### config.mk
export PLATFORM = sky130hd
export DESIGN_NAME = qif_neuron_scheduler
export DESIGN_NICKNAME = d
export VERILOG_FILES = /design/src/rtl/qif_neuron_scheduler.sv
export SDC_FILE = /design/constraint.sdc
export NUM_CORES = 1
export LEC_CHECK = 0
export ABC_CLOCK_PERIOD_IN_PS = 7100
export CAP_MARGIN = 20
export CORE_ASPECT_RATIO = 0.5
export CORE_MARGIN = 2
export CORE_UTILIZATION = 40
export DETAILED_ROUTE_END_ITERATION = 10
export DONT_BUFFER_PORTS = 1
export SLEW_MARGIN = 20
export SYNTH_ARGS = -nofsm -noshare
export SYNTH_HDL_FRONTEND = slang
export SYNTH_SLANG_ARGS = --single-unit
export TNS_END_PERCENT = 20
### constraint.sdc
create_clock -name clk -period 7.1 [get_ports clk]
set_clock_uncertainty 0.15 [all_clocks]
set_input_delay 2.13 -clock clk [delete_from_list [all_inputs] [get_ports clk]]
set_output_delay 2.13 -clock clk [all_outputs]
set_load 0.02 [all_outputs]
### src/rtl/qif_neuron_scheduler.sv
// -----------------------------------------------------------------------------
// qif_neuron_scheduler
//
// Time-multiplexes one shared QIF neuron update core across N_NEURONS virtual
// neurons. Per-neuron membrane and bias values live here; each timestep sweep
// issues every neuron to the core once, in ascending index order, and writes the
// returned membrane back CORE_LAT cycles later. Neurons that spike have their
// membrane returned to V_RESET and their index queued in a small event FIFO.
//
// Ports
//   clk, rst                 clock, synchronous active-high reset
//   step_start               pulse: begin one sweep (ignored unless idle)
//   busy, step_done          sweep in progress / 1-cycle completion pulse
//   step_count[15:0]         completed sweeps, wrapping
//   cfg_we/cfg_idx/cfg_bias  bias register write port
//   core_valid/idx/v/b       issue port to the shared core (registered)
//   core_v_next/core_spike   core result, sampled CORE_LAT cycles after issue
//   ev_valid/ev_idx/ev_ready spike event FIFO head, valid/ready handshake
//   overflow, ov_clr         sticky "event dropped" flag and its clear
// -----------------------------------------------------------------------------
module qif_neuron_scheduler #(
  parameter int N_NEURONS  = 8,
  parameter int IDX_W      = 3,
  parameter int DATA_W     = 8,
  parameter int CORE_LAT   = 1,
  parameter int FIFO_DEPTH = 4,  // power of two, >= 2
  parameter int V_RESET    = 0
) (
  input  logic              clk,
  input  logic              rst,
  input  logic              step_start,
  output logic              busy,
  output logic              step_done,
  output logic [15:0]       step_count,
  input  logic              cfg_we,
  input  logic [IDX_W-1:0]  cfg_idx,
  input  logic [DATA_W-1:0] cfg_bias,
  output logic              core_valid,
  output logic [IDX_W-1:0]  core_idx,
  output logic [DATA_W-1:0] core_v,
  output logic [DATA_W-1:0] core_b,
  input  logic [DATA_W-1:0] core_v_next,
  input  logic              core_spike,
  output logic              ev_valid,
  output logic [IDX_W-1:0]  ev_idx,
  input  logic              ev_ready,
  output logic              overflow,
  input  logic              ov_clr
);

  localparam int                FP_W     = $clog2(FIFO_DEPTH);
  localparam logic [IDX_W-1:0]  LAST_IDX = IDX_W'(N_NEURONS - 1);
  localparam logic [DATA_W-1:0] V_RST    = DATA_W'(V_RESET);
  localparam logic [FP_W:0]     CNT_FULL = (FP_W + 1)'(FIFO_DEPTH);

  typedef enum logic [1:0] {
    S_IDLE,
    S_ISSUE,
    S_DRAIN,
    S_DONE
  } state_t;

  state_t              state_q, state_d;
  logic                core_valid_q, core_valid_d;
  logic [IDX_W-1:0]    core_idx_q, core_idx_d;
  logic [DATA_W-1:0]   core_v_q, core_v_d;
  logic [DATA_W-1:0]   core_b_q, core_b_d;
  logic [15:0]         step_count_q, step_count_d;

  logic [DATA_W-1:0]   mem_q  [N_NEURONS];
  logic [DATA_W-1:0]   mem_d  [N_NEURONS];
  logic [DATA_W-1:0]   bias_q [N_NEURONS];
  logic [DATA_W-1:0]   bias_d [N_NEURONS];

  // Result pipeline: stage k holds an issue made k+1 cycles ago.
  logic [CORE_LAT-1:0] pipe_vld_q, pipe_vld_d;
  logic [IDX_W-1:0]    pipe_idx_q [CORE_LAT];
  logic [IDX_W-1:0]    pipe_idx_d [CORE_LAT];

  logic [IDX_W-1:0]    fifo_q [FIFO_DEPTH];
  logic [IDX_W-1:0]    fifo_d [FIFO_DEPTH];
  logic [FP_W-1:0]     wr_ptr_q, wr_ptr_d;
  logic [FP_W-1:0]     rd_ptr_q, rd_ptr_d;
  logic [FP_W:0]       cnt_q, cnt_d;
  logic                overflow_q, overflow_d;

  logic                samp_vld;
  logic [IDX_W-1:0]    samp_idx;
  logic                push_req, push_ok, pop, full;

  assign samp_vld = pipe_vld_q[CORE_LAT-1];
  assign samp_idx = pipe_idx_q[CORE_LAT-1];

  // ---------------------------------------------------------------------------
  // Sweep FSM and issue port
  // ---------------------------------------------------------------------------
  always_comb begin
    // NOTE: every variable gets a default before the case so no path leaves it
    // unassigned; an unassigned path in always_comb would infer a latch.
    state_d      = state_q;
    core_valid_d = 1'b0;
    core_idx_d   = core_idx_q;
    core_v_d     = core_v_q;
    core_b_d     = core_b_q;
    step_count_d = step_count_q;

    unique case (state_q)
      S_IDLE: begin
        if (step_start) begin
          state_d      = S_ISSUE;
          core_valid_d = 1'b1;
          core_idx_d   = '0;
        end
      end
      S_ISSUE: begin
        if (core_idx_q == LAST_IDX) begin
          state_d = S_DRAIN;
        end else begin
          core_valid_d = 1'b1;
          core_idx_d   = core_idx_q + 1'b1;
        end
      end
      S_DRAIN: begin
        // The last neuron issued is the last one written back.
        if (samp_vld && samp_idx == LAST_IDX) begin
          state_d      = S_DONE;
          step_count_d = step_count_q + 16'd1;
        end
      end
      S_DONE:  state_d = S_IDLE;
      default: state_d = S_IDLE;
    endcase

    // Every neuron is issued once per sweep, so the stored membrane read here is
    // never the target of a writeback still in flight.
    if (core_valid_d) begin
      core_v_d = mem_q[core_idx_d];
      core_b_d = bias_q[core_idx_d];
    end
  end

  // ---------------------------------------------------------------------------
  // Result pipeline, membrane writeback and bias writes
  // ---------------------------------------------------------------------------
  always_comb begin
    pipe_vld_d    = pipe_vld_q;
    pipe_idx_d    = pipe_idx_q;
    pipe_vld_d[0] = core_valid_q;
    pipe_idx_d[0] = core_idx_q;
    for (int k = 1; k < CORE_LAT; k++) begin
      pipe_vld_d[k] = pipe_vld_q[k-1];
      pipe_idx_d[k] = pipe_idx_q[k-1];
    end

    mem_d = mem_q;
    if (samp_vld) begin
      mem_d[samp_idx] = core_spike ? V_RST : core_v_next;
    end

    // The issue register was loaded a cycle earlier, so a write to the neuron
    // currently on the issue port only takes effect on the next sweep.
    bias_d = bias_q;
    if (cfg_we) begin
      bias_d[cfg_idx] = cfg_bias;
    end
  end

  // ---------------------------------------------------------------------------
  // Spike event FIFO
  // ---------------------------------------------------------------------------
  always_comb begin
    push_req = samp_vld && core_spike;
    pop      = (cnt_q != '0) && ev_ready;
    full     = (cnt_q == CNT_FULL);
    // A pop in the same cycle frees the slot, so a push into a full FIFO survives.
    push_ok  = push_req && (!full || pop);

    fifo_d   = fifo_q;
    wr_ptr_d = wr_ptr_q;
    rd_ptr_d = rd_ptr_q;
    if (push_ok) begin
      fifo_d[wr_ptr_q] = samp_idx;
      wr_ptr_d         = wr_ptr_q + 1'b1;
    end
    if (pop) begin
      rd_ptr_d = rd_ptr_q + 1'b1;
    end

    unique case ({push_ok, pop})
      2'b10:   cnt_d = cnt_q + 1'b1;
      2'b01:   cnt_d = cnt_q - 1'b1;
      default: cnt_d = cnt_q;
    endcase

    // A drop in the same cycle as a clear wins, so no lost event goes unreported.
    overflow_d = overflow_q;
    if (ov_clr) begin
      overflow_d = 1'b0;
    end
    if (push_req && !push_ok) begin
      overflow_d = 1'b1;
    end
  end

  // ---------------------------------------------------------------------------
  // State registers
  // ---------------------------------------------------------------------------
  always_ff @(posedge clk) begin
    // NOTE: sequential state uses non-blocking assignments so every flop samples
    // pre-edge values regardless of statement order.
    if (rst) begin
      state_q      <= S_IDLE;
      core_valid_q <= 1'b0;
      core_idx_q   <= '0;
      core_v_q     <= '0;
      core_b_q     <= '0;
      step_count_q <= '0;
      pipe_vld_q   <= '0;
      wr_ptr_q     <= '0;
      rd_ptr_q     <= '0;
      cnt_q        <= '0;
      overflow_q   <= 1'b0;
      // NOTE: membrane and bias arrays are architectural state that must come up
      // at known values, so they are reset; FIFO storage is not, because it is
      // only ever read behind the occupancy count.
      for (int i = 0; i < N_NEURONS; i++) begin
        mem_q[i]  <= V_RST;
        bias_q[i] <= '0;
      end
      for (int k = 0; k < CORE_LAT; k++) begin
        pipe_idx_q[k] <= '0;
      end
    end else begin
      state_q      <= state_d;
      core_valid_q <= core_valid_d;
      core_idx_q   <= core_idx_d;
      core_v_q     <= core_v_d;
      core_b_q     <= core_b_d;
      step_count_q <= step_count_d;
      pipe_vld_q   <= pipe_vld_d;
      pipe_idx_q   <= pipe_idx_d;
      wr_ptr_q     <= wr_ptr_d;
      rd_ptr_q     <= rd_ptr_d;
      cnt_q        <= cnt_d;
      overflow_q   <= overflow_d;
      mem_q        <= mem_d;
      bias_q       <= bias_d;
    end
  end

  always_ff @(posedge clk) begin
    fifo_q <= fifo_d;
  end

  // ---------------------------------------------------------------------------
  // Outputs
  // ---------------------------------------------------------------------------
  assign busy       = (state_q != S_IDLE);
  assign step_done  = (state_q == S_DONE);
  assign step_count = step_count_q;
  assign core_valid = core_valid_q;
  assign core_idx   = core_idx_q;
  assign core_v     = core_v_q;
  assign core_b     = core_b_q;
  assign ev_valid   = (cnt_q != '0);
  assign ev_idx     = fifo_q[rd_ptr_q];
  assign overflow   = overflow_q;

endmodule
Word level (Yosys, flattened, before mapping)
Cells that the tools add are included.

Logic and storage cells: 112. Register bits after elaboration: 190. Bits of input ports: 26. Output and inout port bits: 43.

Equality and inequality tests: 11. Muxes and demuxes: 32. Reductions and logical operators: 18. Order comparisons: 8. Bitwise logic cells: 5. Add/sub/neg operators: 6.

Operators by type and width (count): $bwmux 64 (2); $mux 8 (7); $bmux 8 s3 (2); $demux 8 s3 (2); $add 16x1->16 const B (1); $mux 3 (5); $bwmux 12 (1); $ge 4x4->1 const B (3); $not 3->4 (3); $pmux 3 s2 (2); $eq 3x3->1 const B (3); $logic_and 1x1->1 (8); $lt 4x1->1 const B (2); $pmux 2 s4 (1); $add 3x1->3 const B (2); $bmux 3 s2 (1); $demux 3 s2 (1); $eq 2x2->1 const B (3); $ge 3x3->1 const B (2); $mux 2 (3); $ne 2x2->1 const B (3); $not 2->3 (2); $reduce_bool 2->1 (3); $add 2x1->2 const B (2); 11 further kinds (16).

Longest topological paths before layout
Word-level depth: 7. Mapped depth: 10. Mapped depth without buffers: 9.

Least setup slack after synthesis
No wires, ideal clock.

Path kind: input to register. From: input port ev_ready. To: register cnt_q[1]. Path buffers: 1. Data required time: 6.816 ns. Stages on the path: 7. Path slack: 3.344 ns. Arrival: 3.473 ns. Path through: clkbuf_1 > nand2_1 > nor2_1 > fa_1 > and3_1 > a211oi_1 > nor4_1.

Cells in the longest elaborated chain, start to end: 5. Elaborated cells on any way between the ends: 7.

RTL lines: start: declaration (RTL line 46) `input logic ev_ready,`; $logic_and 1x1->1 * (RTL line 173) `pop = (cnt_q != '0) && ev_ready;`; $logic_or 1x1->1 (RTL line 176) `push_ok = push_req && (!full || pop);`; $logic_and 1x1->1 (RTL line 176); $eq 2x1->1 or $eq 2x2->1 (tied branches) (RTL line 189) `unique case ({push_ok, pop})`; $pmux 3 s2 * (RTL line 189); via cnt_d[1] (RTL line 84) `logic [FP_W:0] cnt_q, cnt_d;`; end signal: assignment (RTL line 244) `cnt_q <= cnt_d;`; end: declaration (RTL line 84).

The timed path passes the listed nets; every way through them passes the cells marked *. A chain may end at the register's enable or synchronous reset.

Worst setup path in the final report
From: input port step_start. To: register core_v_q[0], in the netlist core_v[0].

Cells in the longest elaborated chain, start to end: 6. Elaborated cells on any way between the ends: 8.

RTL lines: start: declaration (RTL line 31) `input logic step_start,`; $mux 3 (RTL line 109) `if (step_start) begin`; $pmux 3 s2 (RTL line 107) `unique case (state_q)`; $not 3->4 (not written as such) (RTL line 137) `core_v_d = mem_q[core_idx_d];`; $bmux 8 s3 (RTL line 137); $mux 8 (not written as such) (2 in a row) (RTL line 137); end signal: assignment (RTL line 237) `core_v_q <= core_v_d;`; end: declaration (RTL line 66) `logic [DATA_W-1:0] core_v_q, core_v_d;`.

Parallel ways exist; a longest one is shown, timed or not. The select of a mux whose other input is x is not followed.

==> impl_metrics.env <==
export IMPL_status="finished, final reports clean"
export IMPL_grt_pass1_vias=6251
export IMPL_totalWireLength_um=21900
export IMPL_die_w_um=207
export IMPL_diodes=0
export IMPL_dp_hpwl_um=14100
export IMPL_ys_ff_latch=190
export IMPL_vias_per_cell=5.33
export IMPL_synth_edf_count=12
export IMPL_hold_path_class="reg -> reg"
export IMPL_hold_ws_ns=0.299
export IMPL_antenna_found_initial=0
export IMPL_worst_slew_pin_slew_ns=1.11
export IMPL_die_h_um=105
export IMPL_area_delta_synth_final_pct=7.96
export IMPL_initial_core_util_pct=41.5
export IMPL_period_share_pct=58.1
export IMPL_first_pass_iters=5
export IMPL_crit_required_ns=7.28
export IMPL_io_buffers=0
export IMPL_critPathLaunchType="input port"
export IMPL_synth_cell_types=46
export IMPL_rows=36
export IMPL_clkSinkCount=190
export IMPL_drv_cap=0
export IMPL_cts_tree="built"
export IMPL_cp_max_fo=36
export IMPL_drcViolationCount=0
export IMPL_fmax_mhz=242
export IMPL_numCtsBuffers=17
export IMPL_cts_root_buf="clkbuf_16"
export IMPL_grt_max_degree=164
export IMPL_grt_pass1_wl_um=34500
export IMPL_relSlewSlack_pct=25.4
export IMPL_synthFlopType="dfxtp_1"
export IMPL_post_drt_wl_per_cell_um=17.6
export IMPL_power_density_nw_per_um2=294
export IMPL_finalSetupTns_ns=0
export IMPL_rsz0062_at_grt="no"
export IMPL_drt_iter0_drc=517
export IMPL_postCtsSetupRepairBufs=0
export IMPL_num_vias=6628
export IMPL_finalHoldViolations=0
export IMPL_ctsResizeCount=0
export IMPL_end_kind="flip-flop"
export IMPL_p_leak_nw=2.85
export IMPL_synth_area_um2=8200
export IMPL_arrival_ns=4.31
export IMPL_crit_type="in -> reg"
export IMPL_grt_usage_pct=20.8
export IMPL_synthCells=1014
export IMPL_maxSlewViolCount=0
export IMPL_synth_warnings=0
export IMPL_io_pins=69
export IMPL_power_total_w=0.00260
export IMPL_ir_worst_vdd_mv=0.159
export IMPL_synth_seq_area_share_pct=47.8
export IMPL_routabilityCongestion=0.815
export IMPL_core_area_um2=19800
export IMPL_async_flop_share_pct=0
export IMPL_clock_latency_ns=0.45
export IMPL_nNetsFinal=1001
export IMPL_ant_nets=0
export IMPL_drive_above_1_share_pct=5.63
export IMPL_syn_avg_cell_area_um2=8.09
export IMPL_fin_crit_ns=4.12
export IMPL_finalSetupViolCount=0
export IMPL_dieArea_um2=21700
export IMPL_holdBufCountCts=0
export IMPL_synth_nets=1051
export IMPL_clkTransAtPathRegs_ns=0.07
export IMPL_htree_levels=4
export IMPL_gr_total_overflow=0
export IMPL_ctsLongestPathBuffers=2
[cell usage after synthesis (2+ instances only)]
cell type,n,area (um^2)
a211oi_1,2,15.0
a21oi_1,115,576
a31oi_1,19,119
a32o_1,16,160
a32oi_1,16,140
and2_1,6,37.5
and3_1,4,25.0
and4_1,2,17.5
buf_1,12,45.0
buf_2,10,50.1
buf_4,3,22.5
buf_6,3,33.8
clkbuf_1,44,165
dfxtp_1,178,3560
edfxtp_1,12,360
ha_1,10,125
inv_1,8,30.0
mux2i_1,42,420
mux4_2,3,67.6
nand2_1,324,1220
nand2b_1,8,50.1
nand3_1,28,140
nand4_1,6,37.5
nor2_1,67,251
nor2b_1,19,119
nor3_1,8,40.0
nor4_1,2,12.5
o21ai_0,7,35.0
o22ai_1,2,12.5
or2_2,4,25.0
or3_1,7,43.8
xnor2_1,6,52.6
xor2_1,8,70.1
[placed cells by master, fill, tap and decap left out, types with 4 or more instances in the layout]
cell type,n
a21oi_1,115
a31oi_1,19
a32o_1,16
a32oi_1,16
and2_1,6
and3_1,4
buf_4,4
clkbuf_16,17
dfxtp_1,178
edfxtp_1,12
ha_1,10
inv_1,8
mux2i_1,42
nand2_1,324
nand2b_1,8
nand3_1,28
nand4_1,6
nor2_1,63
nor2b_1,17
nor3_1,6
o21ai_0,7
or2_2,5
or3_1,7
xnor2_1,6
xor2_1,8
[per-layer routing]
metal  up-vias  part of all wire, %  global-route usage, %
met5         -                    0                      0
met2       169                   45                   33.1
met4         0                  1.9                   7.24
met3        31                  5.8                   5.19
li1       3309                    -                      -
met1      3119                   47                   27.5
[power by group]
group / internal [W] / leakage [nW] / switching, W
registers: 0.00112 / 1.55 / 0.0000625
logic: 0.000132 / 1.02 / 0.000326
clock network: 0.000529 / 0.280 / 0.000433
total: 0.00178 / 2.85 / 0.000822
[sequential cells by signal, summed over array words and instances (netlist names)]
register,cells
bias_q,64
mem_q,64
step_count,16
fifo_q,12
core_b,8
core_v,8
cnt_q,3
core_idx,3
pipe_idx_q,3
rd_ptr_q,2
state_q,2
wr_ptr_q,2
core_valid,1
overflow,1
pipe_vld_q,1
[cell type report]
class | count | area, um^2
Sequential cell | 190 | 3920
Inverter | 8 | 30.0
Tap cell | 266 | 333
Clock inverter | 13 | 139
Clock buffer | 19 | 443
Timing Repair Buffer | 4 | 30.0
Fill cell | 1968 | 10900
Multi-Input combinational cell | 743 | 3960
[critical path: stages]
cell,delay [ns]
and2b_1,0.16
and3b_1,0.27
or2_2,0.56
buf_4,0.51
mux2i_1,0.26
a32oi_1,0.07
a32o_1,0.31
[final timing paths]
| kind | from | to | slack [ns] | cells after the start |
|---|---|---|---|---|
| worst max-delay path | step_start | core_v[0] | 2.98 | 7 |
| worst min-delay path | bias_q[5] | bias_q[5] | 0.30 | 2 |
| worst max register to register | core_idx[0] | core_v[0] | 3.83 | 8 |
| worst min register to register | bias_q[5] | bias_q[5] | 0.30 | 2 |
[kinds of logic after synthesis]
kind of cell,share of synthesized area [%]
AOI/OAI and AO/OA,13.3
xor gates and xnor gates,1.50
adders and majority gates,1.77
buffers and inverters,4.29
DFF,47.8
muxes,5.95
and+or+nand+nor,25.3
[through the flow]
step / utilization [%] / cell area, um^2 / instances / setup slack [ns]
global route: 44.8 / 8850 / 1243 / 2.87
floorplan: - / 8200 / 1014 / 3.34
global placement: 41.7 / 8260 / 1211 / 2.58
CTS: 44.8 / 8850 / 1243 / 3.01
detailed placement: 41.8 / 8270 / 1211 / 2.53
finish: 44.8 / 8850 / 1243 / 2.98
Note: power is estimated with default switching activity, not from simulation.
